<file path="config.mk">
export PLATFORM = sky130hd
export DESIGN_NAME = ara_acc_req_frontend
export DESIGN_NICKNAME = d
export VERILOG_FILES = /design/src/rtl/ara_acc_req_frontend.sv
export SDC_FILE = /design/constraint.sdc
export NUM_CORES = 1
export LEC_CHECK = 0
export ABC_CLOCK_PERIOD_IN_PS = 3800
export BUFFER_PORTS_ARGS = -buffer_cell sky130_fd_sc_hd__buf_2
export CAP_MARGIN = 20
export CORE_ASPECT_RATIO = 1.1
export CORE_MARGIN = 1
export CORE_UTILIZATION = 45
export CTS_CLUSTER_SIZE = 8
export DETAILED_ROUTE_END_ITERATION = 10
export HOLD_SLACK_MARGIN = 0.12
export PLACE_DENSITY = 0.63
export RECOVER_POWER = 50
export REMOVE_ABC_BUFFERS = 1
export SLEW_MARGIN = 20
export SYNTH_ARGS = -nofsm -noshare
export SYNTH_HDL_FRONTEND = slang
export SYNTH_SLANG_ARGS = --single-unit
</file>
<file path="constraint.sdc">
create_clock -name clk_i -period 3.8 [get_ports clk_i]
set_clock_uncertainty 0.1 [all_clocks]
set_input_delay 0.76 -clock clk_i [delete_from_list [all_inputs] [get_ports clk_i]]
set_output_delay 0.76 -clock clk_i [all_outputs]
set_load 0.1 [all_outputs]
</file>
<file path="src/rtl/ara_acc_req_frontend.sv">
// Accelerator-side endpoint of the CVA6 request/response interface: buffers predecoded
// vector requests, forwards them in order to the dispatcher and returns one in-order response each.
module ara_acc_req_frontend #(
  parameter int unsigned Depth       = 4,
  parameter int unsigned XLEN        = 64,
  parameter int unsigned TransIdBits = 3
) (
  input  logic                   clk_i,
  input  logic                   rst_ni,
  input  logic                   acc_req_valid_i,
  output logic                   acc_req_ready_o,
  input  logic [31:0]            acc_req_insn_i,
  input  logic [XLEN-1:0]        acc_req_rs1_i,
  input  logic [XLEN-1:0]        acc_req_rs2_i,
  input  logic [TransIdBits-1:0] acc_req_trans_id_i,
  output logic                   disp_valid_o,
  input  logic                   disp_ready_i,
  output logic [31:0]            disp_insn_o,
  output logic [XLEN-1:0]        disp_rs1_o,
  output logic [XLEN-1:0]        disp_rs2_o,
  output logic                   disp_wb_o,
  input  logic                   disp_resp_valid_i,
  input  logic [XLEN-1:0]        disp_resp_result_i,
  input  logic                   disp_resp_error_i,
  output logic                   acc_resp_valid_o,
  input  logic                   acc_resp_ready_i,
  output logic [XLEN-1:0]        acc_resp_result_o,
  output logic                   acc_resp_error_o,
  output logic [TransIdBits-1:0] acc_resp_trans_id_o,
  output logic                   protocol_err_o
);

  localparam int unsigned PtrW = $clog2(Depth);
  localparam int unsigned CntW = PtrW + 1;
  localparam logic [CntW:0] DepthCnt = (CntW + 1)'(Depth);

  // Handshakes: a transfer happens in a cycle where valid and ready are both high; a valid
  // source holds its data stable until that cycle, and ready never depends on valid.
  logic [31:0]            req_insn_q [Depth];
  logic [XLEN-1:0]        req_rs1_q  [Depth];
  logic [XLEN-1:0]        req_rs2_q  [Depth];
  logic [TransIdBits-1:0] req_id_q   [Depth];
  logic [Depth-1:0]       req_wb_q;
  logic [PtrW-1:0]        req_wr_q, req_rd_q;
  logic [CntW-1:0]        req_count_q;

  logic [TransIdBits-1:0] trk_id_q     [Depth];
  logic [XLEN-1:0]        trk_result_q [Depth];
  logic [Depth-1:0]       trk_wb_q, trk_done_q, trk_error_q;
  logic [PtrW-1:0]        trk_head_q, trk_tail_q;
  logic [CntW-1:0]        trk_count_q;

  logic            push, pop, retire, push_wb, cap_found, capture;
  logic [PtrW-1:0] cap_idx;
  logic [CntW:0]   used_cnt;

  // Only scalar-returning vector ops: vsetvl*, VWXUNARY0 and VFWUNARY0.
  always_comb begin
    push_wb = 1'b0;
    if (acc_req_insn_i[6:0] == 7'b1010111) begin
      case (acc_req_insn_i[14:12])
        3'b111:        push_wb = 1'b1;
        3'b010, 3'b001: push_wb = (acc_req_insn_i[31:26] == 6'b010000);
        default:       push_wb = 1'b0;
      endcase
    end
  end

  // Credits come from registered counts only, so the tracker always has room on dispatch.
  assign used_cnt        = {1'b0, req_count_q} + {1'b0, trk_count_q};
  assign acc_req_ready_o = used_cnt < DepthCnt;
  assign push            = acc_req_valid_i && acc_req_ready_o;
  assign disp_valid_o    = (req_count_q != '0);
  assign pop             = disp_valid_o && disp_ready_i;
  assign disp_insn_o     = req_insn_q[req_rd_q];
  assign disp_rs1_o      = req_rs1_q[req_rd_q];
  assign disp_rs2_o      = req_rs2_q[req_rd_q];
  assign disp_wb_o       = req_wb_q[req_rd_q];

  assign acc_resp_valid_o    = (trk_count_q != '0) && trk_done_q[trk_head_q];
  assign retire              = acc_resp_valid_o && acc_resp_ready_i;
  assign acc_resp_result_o   = trk_result_q[trk_head_q];
  assign acc_resp_error_o    = trk_error_q[trk_head_q];
  assign acc_resp_trans_id_o = trk_id_q[trk_head_q];

  // Oldest registered write-back entry still waiting; a same-cycle allocation is never visible here.
  always_comb begin
    cap_found = 1'b0;
    cap_idx   = '0;
    for (int i = 0; i < Depth; i++) begin
      if (!cap_found && (CntW'(i) < trk_count_q) && trk_wb_q[trk_head_q + PtrW'(i)]
          && !trk_done_q[trk_head_q + PtrW'(i)]) begin
        cap_found = 1'b1;
        cap_idx   = trk_head_q + PtrW'(i);
      end
    end
  end

  assign capture = disp_resp_valid_i && cap_found;

  always_ff @(posedge clk_i or negedge rst_ni) begin
    if (!rst_ni) begin
      for (int i = 0; i < Depth; i++) begin
        req_insn_q[i] <= '0;
        req_rs1_q[i]  <= '0;
        req_rs2_q[i]  <= '0;
        req_id_q[i]   <= '0;
      end
      req_wb_q    <= '0;
      req_wr_q    <= '0;
      req_rd_q    <= '0;
      req_count_q <= '0;
    end else begin
      if (push) begin
        req_insn_q[req_wr_q] <= acc_req_insn_i;
        req_rs1_q[req_wr_q]  <= acc_req_rs1_i;
        req_rs2_q[req_wr_q]  <= acc_req_rs2_i;
        req_id_q[req_wr_q]   <= acc_req_trans_id_i;
        req_wb_q[req_wr_q]   <= push_wb;
        req_wr_q             <= req_wr_q + 1'b1;
      end
      if (pop) req_rd_q <= req_rd_q + 1'b1;
      req_count_q <= req_count_q + CntW'(push) - CntW'(pop);
    end
  end

  always_ff @(posedge clk_i or negedge rst_ni) begin
    if (!rst_ni) begin
      for (int i = 0; i < Depth; i++) begin
        trk_id_q[i]     <= '0;
        trk_result_q[i] <= '0;
      end
      trk_wb_q       <= '0;
      trk_done_q     <= '0;
      trk_error_q    <= '0;
      trk_head_q     <= '0;
      trk_tail_q     <= '0;
      trk_count_q    <= '0;
      protocol_err_o <= 1'b0;
    end else begin
      if (pop) begin
        trk_id_q[trk_tail_q]     <= req_id_q[req_rd_q];
        trk_wb_q[trk_tail_q]     <= req_wb_q[req_rd_q];
        trk_done_q[trk_tail_q]   <= !req_wb_q[req_rd_q];
        trk_result_q[trk_tail_q] <= '0;
        trk_error_q[trk_tail_q]  <= 1'b0;
        trk_tail_q               <= trk_tail_q + 1'b1;
      end
      if (capture) begin
        trk_done_q[cap_idx]   <= 1'b1;
        trk_result_q[cap_idx] <= disp_resp_result_i;
        trk_error_q[cap_idx]  <= disp_resp_error_i;
      end
      if (disp_resp_valid_i && !cap_found) protocol_err_o <= 1'b1;
      if (retire) trk_head_q <= trk_head_q + 1'b1;
      trk_count_q <= trk_count_q + CntW'(pop) - CntW'(retire);
    end
  end

endmodule

</file>
==> parameters.txt <==
Parameter                              Value

Worst setup path
  Arrival time reported for the critical path endpoint ... 2730 ps
  Slowest stage cell on the critical path ... sky130_fd_sc_hd__mux4_2
  R2R Path Start ... trk_head_q[0]
  Worst Path Required ... 2940 ps
  Buffers plus inverters on the worst setup path ... 2
  Crit path max-delay family ... buffers and inverters
  CP max stage delay ... 630 ps
  Depth of the most critical reg-to-reg path ... 8
  Start-to-end type of the worst setup path ... flip-flop to primary output
  Sort of element at the start of the critical path ... flip-flop
  Reg2Reg Capture Point ... trk_result_q[161]
  CP Capture Type ... primary output
  Crit-path max FO ... 40
  Cell chain of the critical path ... buf_6, mux4_2, buf_2
  Setup slack, reg-to-reg ... 230 ps

Route
  Remaining antenna violation count after routing ... 0
  Wire length after detailed routing ... 109,000 microns
  Detail-routed net length per standard cell ... 23.9 microns
  Iter 0 DRT Violations ... 1,271
  Total vias in the final route ... 25,400
  Residual DRC count ... 0
  Detailed Routing Iterations Pass 1 ... 5
  Post-DR vias/cell ... 5.58

Place
  GPL Wtd Cong ... 0.819
  Number of port buffers ... 466
  Post-Place Worst Slack ... 421 ps
  Cell Count Post-Placement ... 4,370
  Estimated wirelength of the detail-placed design ... 71,100 microns
  Cell area after placement ... 46,600 sq um

Clock tree
  TritonCTS buffer count ... 137
  Clock H-tree levels ... 4
  Clock Sinks ... 951
  Clock edge transition at the registers on the reported setup and hold paths ... 50 ps
  CTS tree ... built
  Clock Tree Root ... sky130_fd_sc_hd__clkbuf_16
  Longest Clk Path Bufs ... 3
  Clock insertion delay at the later pin of the skew report ... 710 ps

Cells and area
  Final net count ... 3,518
  Area growth syn-to-layout ... 19.0%
  Cell Count, Final, Fillers Out ... 4,548
  Multi-input logic area ... 17,300 sq um
  Fill cells ... 7,589
  Share of layout cells above drive strength 1 ... 0.489
  Final design area excluding fillers ... 50,200 sq um
  Fin util ... 0.541
  Area taken by flip-flops and latches ... 23,800 sq um

Die
  Total core area ... 92,800 sq um
  Die Area ... 95,000 sq um
  I/O pin cnt ... 467
  Effective utilization at floorplan ... 0.455
  Site row count ... 117
  Width of the die ... 294 microns
  Height of the die ... 323 microns

Min path
  Worst Hold Path Cells ... 2
  Worst Hold Launch ... acc_req_insn_i[8]
  Type of the tightest min-delay check ... input pin to flip-flop
  Worst min-delay path endpoint ... req_insn_q[40]

STA
  Worst slew margin relative to its limit ... -0.415
  RSZ-0062 raised after global routing ... no
  Max-slew violation total from the final report ... 618
  Fin. Hold Viols ... 0
  Setup WS post-layout ... 208 ps
  Final min period ... 3590 ps
  Final setup violation count ... 0
  Share of the clock period used by the worst path after layout ... 0.945
  Transition at the pin with the smallest max-transition slack ... 2120 ps
  Achievable Freq ... 278 MHz

Yosys
  Sequential share of the synthesized area ... 0.564
  Number of enable-type register cells in the synthesized netlist ... 0
  Total number of yosys warnings ... 0
  Synth Register Bits ... 951
  Prevailing post-synth register cell ... sky130_fd_sc_hd__dfrtp_1
  Share of the synthesized area in the top cell type ... 0.564
  Fraction of registers with async set/reset ... 1.00
  Biggest area consumer among synthesized cells ... sky130_fd_sc_hd__dfrtp_1
  Cells taking the most area after synthesis ... sky130_fd_sc_hd__dfrtp_1 56%, sky130_fd_sc_hd__mux2_2 18%, sky130_fd_sc_hd__mux4_2 12%, sky130_fd_sc_hd__mux2i_1 6.2%, sky130_fd_sc_hd__nand2_1 2.5%
  Synth Instances ... 2,766
  Mean instance size in the synthesized netlist ... 15.3 sq um
  Post-synthesis instance area ... 42,200 sq um
  Number of unique standard cell types used by synthesis ... 47

GRT
  Wire length of the first global-routing pass ... 168,000 microns
  Via count of the first global-routing pass ... 28,800
  GRT Resource Usage Total ... 0.233
  Largest net degree at the start of global routing ... 139
  Number of antenna violations at the first check in global routing ... 45
  Remaining global-route overflow ... 0

Run status
  Violated checks ... max-capacitance violations, max-slew violations
  Result of the run ... complete, but fails checks

Job
  Total of max-cap violations ... 8
==> registers in the layout, indices dropped and copies added, names as in the netlist, 3 cells and up <==
name          count
req_count_q       3
req_id_q         12
req_insn_q      128
req_rs1_q       256
req_rs2_q       256
req_wb_q          4
trk_count_q       3
trk_done_q        4
trk_error_q       4
trk_id_q         12
trk_result_q    256
trk_wb_q          4
==> how the worst max path moves through the flow <==
stage | startpoint | endpoint | slack (ps) | cells past startpoint
after floorplan | trk_head_q[0] | trk_error_q[3] | -4890 | 7
after global placement | req_count_q[1] | req_rs1_q[204] | 470 | 8
after detailed placement | trk_head_q[0] | trk_result_q[126] | 420 | 8
after CTS | trk_head_q[0] | acc_resp_result_o[40] | 50 | 3
after global routing | req_count_q[2] | trk_result_q[160] | 30 | 6
final | trk_head_q[0] | acc_resp_result_o[62] | 210 | 3
==> cell usage after synthesis, types with 2 or more instances <==
cell and n:
sky130_fd_sc_hd__nor2_1 2, sky130_fd_sc_hd__buf_4 11, sky130_fd_sc_hd__o21ai_0 9, sky130_fd_sc_hd__buf_6 9, sky130_fd_sc_hd__nor3b_2 2, sky130_fd_sc_hd__o22a_1 2
sky130_fd_sc_hd__a211oi_1 2, sky130_fd_sc_hd__and2_1 3, sky130_fd_sc_hd__nor3b_1 2, sky130_fd_sc_hd__nor2b_1 4, sky130_fd_sc_hd__mux4_2 234, sky130_fd_sc_hd__clkbuf_1 131
sky130_fd_sc_hd__nand2_1 286, sky130_fd_sc_hd__a211o_1 2, sky130_fd_sc_hd__dfrtp_1 951, sky130_fd_sc_hd__mux2_2 669, sky130_fd_sc_hd__nand3_1 4, sky130_fd_sc_hd__nand3b_1 2
sky130_fd_sc_hd__xor2_1 4, sky130_fd_sc_hd__inv_1 82, sky130_fd_sc_hd__buf_1 27, sky130_fd_sc_hd__mux2i_1 260, sky130_fd_sc_hd__a21o_1 3, sky130_fd_sc_hd__nand2b_1 7
sky130_fd_sc_hd__and3_1 3, sky130_fd_sc_hd__nor4_1 2, sky130_fd_sc_hd__ha_1 16, sky130_fd_sc_hd__xnor2_1 6, sky130_fd_sc_hd__o31a_1 2, sky130_fd_sc_hd__fa_1 2
sky130_fd_sc_hd__buf_2 10, sky130_fd_sc_hd__o211ai_1 2
==> logic make-up (layout without fill, tap and decap cells) <==
kind of cell | after synthesis | count (layout) | synth area share
AO/OA/AOI/OAI | 30 | 30 | 0.00519
XOR/XNOR | 10 | 10 | 0.00207
adder cells (fa/ha/maj) | 18 | 18 | 0.00569
buffers and inverters | 270 | 790 | 0.0269
flip-flops | 951 | 951 | 0.564
multiplexers | 1163 | 1163 | 0.365
other | 0 | 13 | 0
AND/OR/NAND/NOR | 324 | 324 | 0.0314
==> cell usage in the layout, fill, tap and decap left out, types with 3 or more instances in the layout <==
cell type                   count
sky130_fd_sc_hd__mux4_2       234
sky130_fd_sc_hd__nand3_1        3
sky130_fd_sc_hd__a21o_1         3
sky130_fd_sc_hd__nor2b_1        4
sky130_fd_sc_hd__clkbuf_1      18
sky130_fd_sc_hd__buf_12        45
sky130_fd_sc_hd__clkinv_8       3
sky130_fd_sc_hd__dfrtp_1      947
sky130_fd_sc_hd__xnor2_1        6
sky130_fd_sc_hd__diode_2       13
sky130_fd_sc_hd__inv_6          5
sky130_fd_sc_hd__nand2_4        4
sky130_fd_sc_hd__ha_1          16
sky130_fd_sc_hd__buf_2        464
sky130_fd_sc_hd__nand2_1      281
sky130_fd_sc_hd__mux2i_1      260
sky130_fd_sc_hd__mux2_2       669
sky130_fd_sc_hd__clkbuf_2       4
sky130_fd_sc_hd__and2_0         3
sky130_fd_sc_hd__xor2_1         4
sky130_fd_sc_hd__dfrtp_4        4
sky130_fd_sc_hd__buf_4         17
sky130_fd_sc_hd__nand2b_1       7
sky130_fd_sc_hd__and3_1         3
sky130_fd_sc_hd__clkbuf_16    142
sky130_fd_sc_hd__buf_6          4
sky130_fd_sc_hd__o21ai_0        9
sky130_fd_sc_hd__inv_1         82
==> worst register-to-register path, cell delays in order (launching register included) <==
cell and delay (ps):
sky130_fd_sc_hd__dfrtp_4 520, sky130_fd_sc_hd__mux4_2 550, sky130_fd_sc_hd__nand2b_1 170, sky130_fd_sc_hd__a31oi_1 240, sky130_fd_sc_hd__nor4b_1 140, sky130_fd_sc_hd__nor2b_1 340
sky130_fd_sc_hd__nand3_1 700, sky130_fd_sc_hd__buf_4 510, sky130_fd_sc_hd__mux2i_1 160
==> what timing repair did <==
item / in CTS / in global routing
gates resized for setup: 2 / 1
hold buffers: 1 / 0
cloned: 0 / 0
endpoints found under the hold margin: 22 / 0
endpoints found under the setup margin: 41 / 1
buffers inserted: 5 / 0
pin swaps: 0 / 0
==> layout make-up <==
type | instances | area share
Tap cell | 1249 | 0.0311
Inverter | 82 | 0.00613
Antenna cell | 13 | 0.000648
Sequential cell | 951 | 0.474
Multi-Input combinational cell | 1545 | 0.345
Clock inverter | 9 | 0.00194
Timing Repair Buffer | 549 | 0.0696
Clock buffer | 150 | 0.0715
==> metal layers <==
| metal | global-route usage | vias up | share of wire |
|---|---|---|---|
| li1 | - | 11000 | - |
| met1 | 0.270 | 13400 | 0.38 |
| met2 | 0.391 | 654 | 0.51 |
| met3 | 0.0850 | 234 | 0.078 |
| met4 | 0.0894 | 56 | 0.029 |
| met5 | 0 | - | 0.0032 |
==> through the flow <==
stage | hold slack, ps | TNS, ps
2_1_floorplan | 364 | -5003110
3_3_place_gp | 381 | 0
3_5_place_dp | 387 | 0
4_1_cts | 160 | 0
5_1_grt | 186 | 0
6_report | 219 | 0
Power is not shown: default switching activity piles up to over one toggle a cycle in this logic, so the estimate is an artifact.
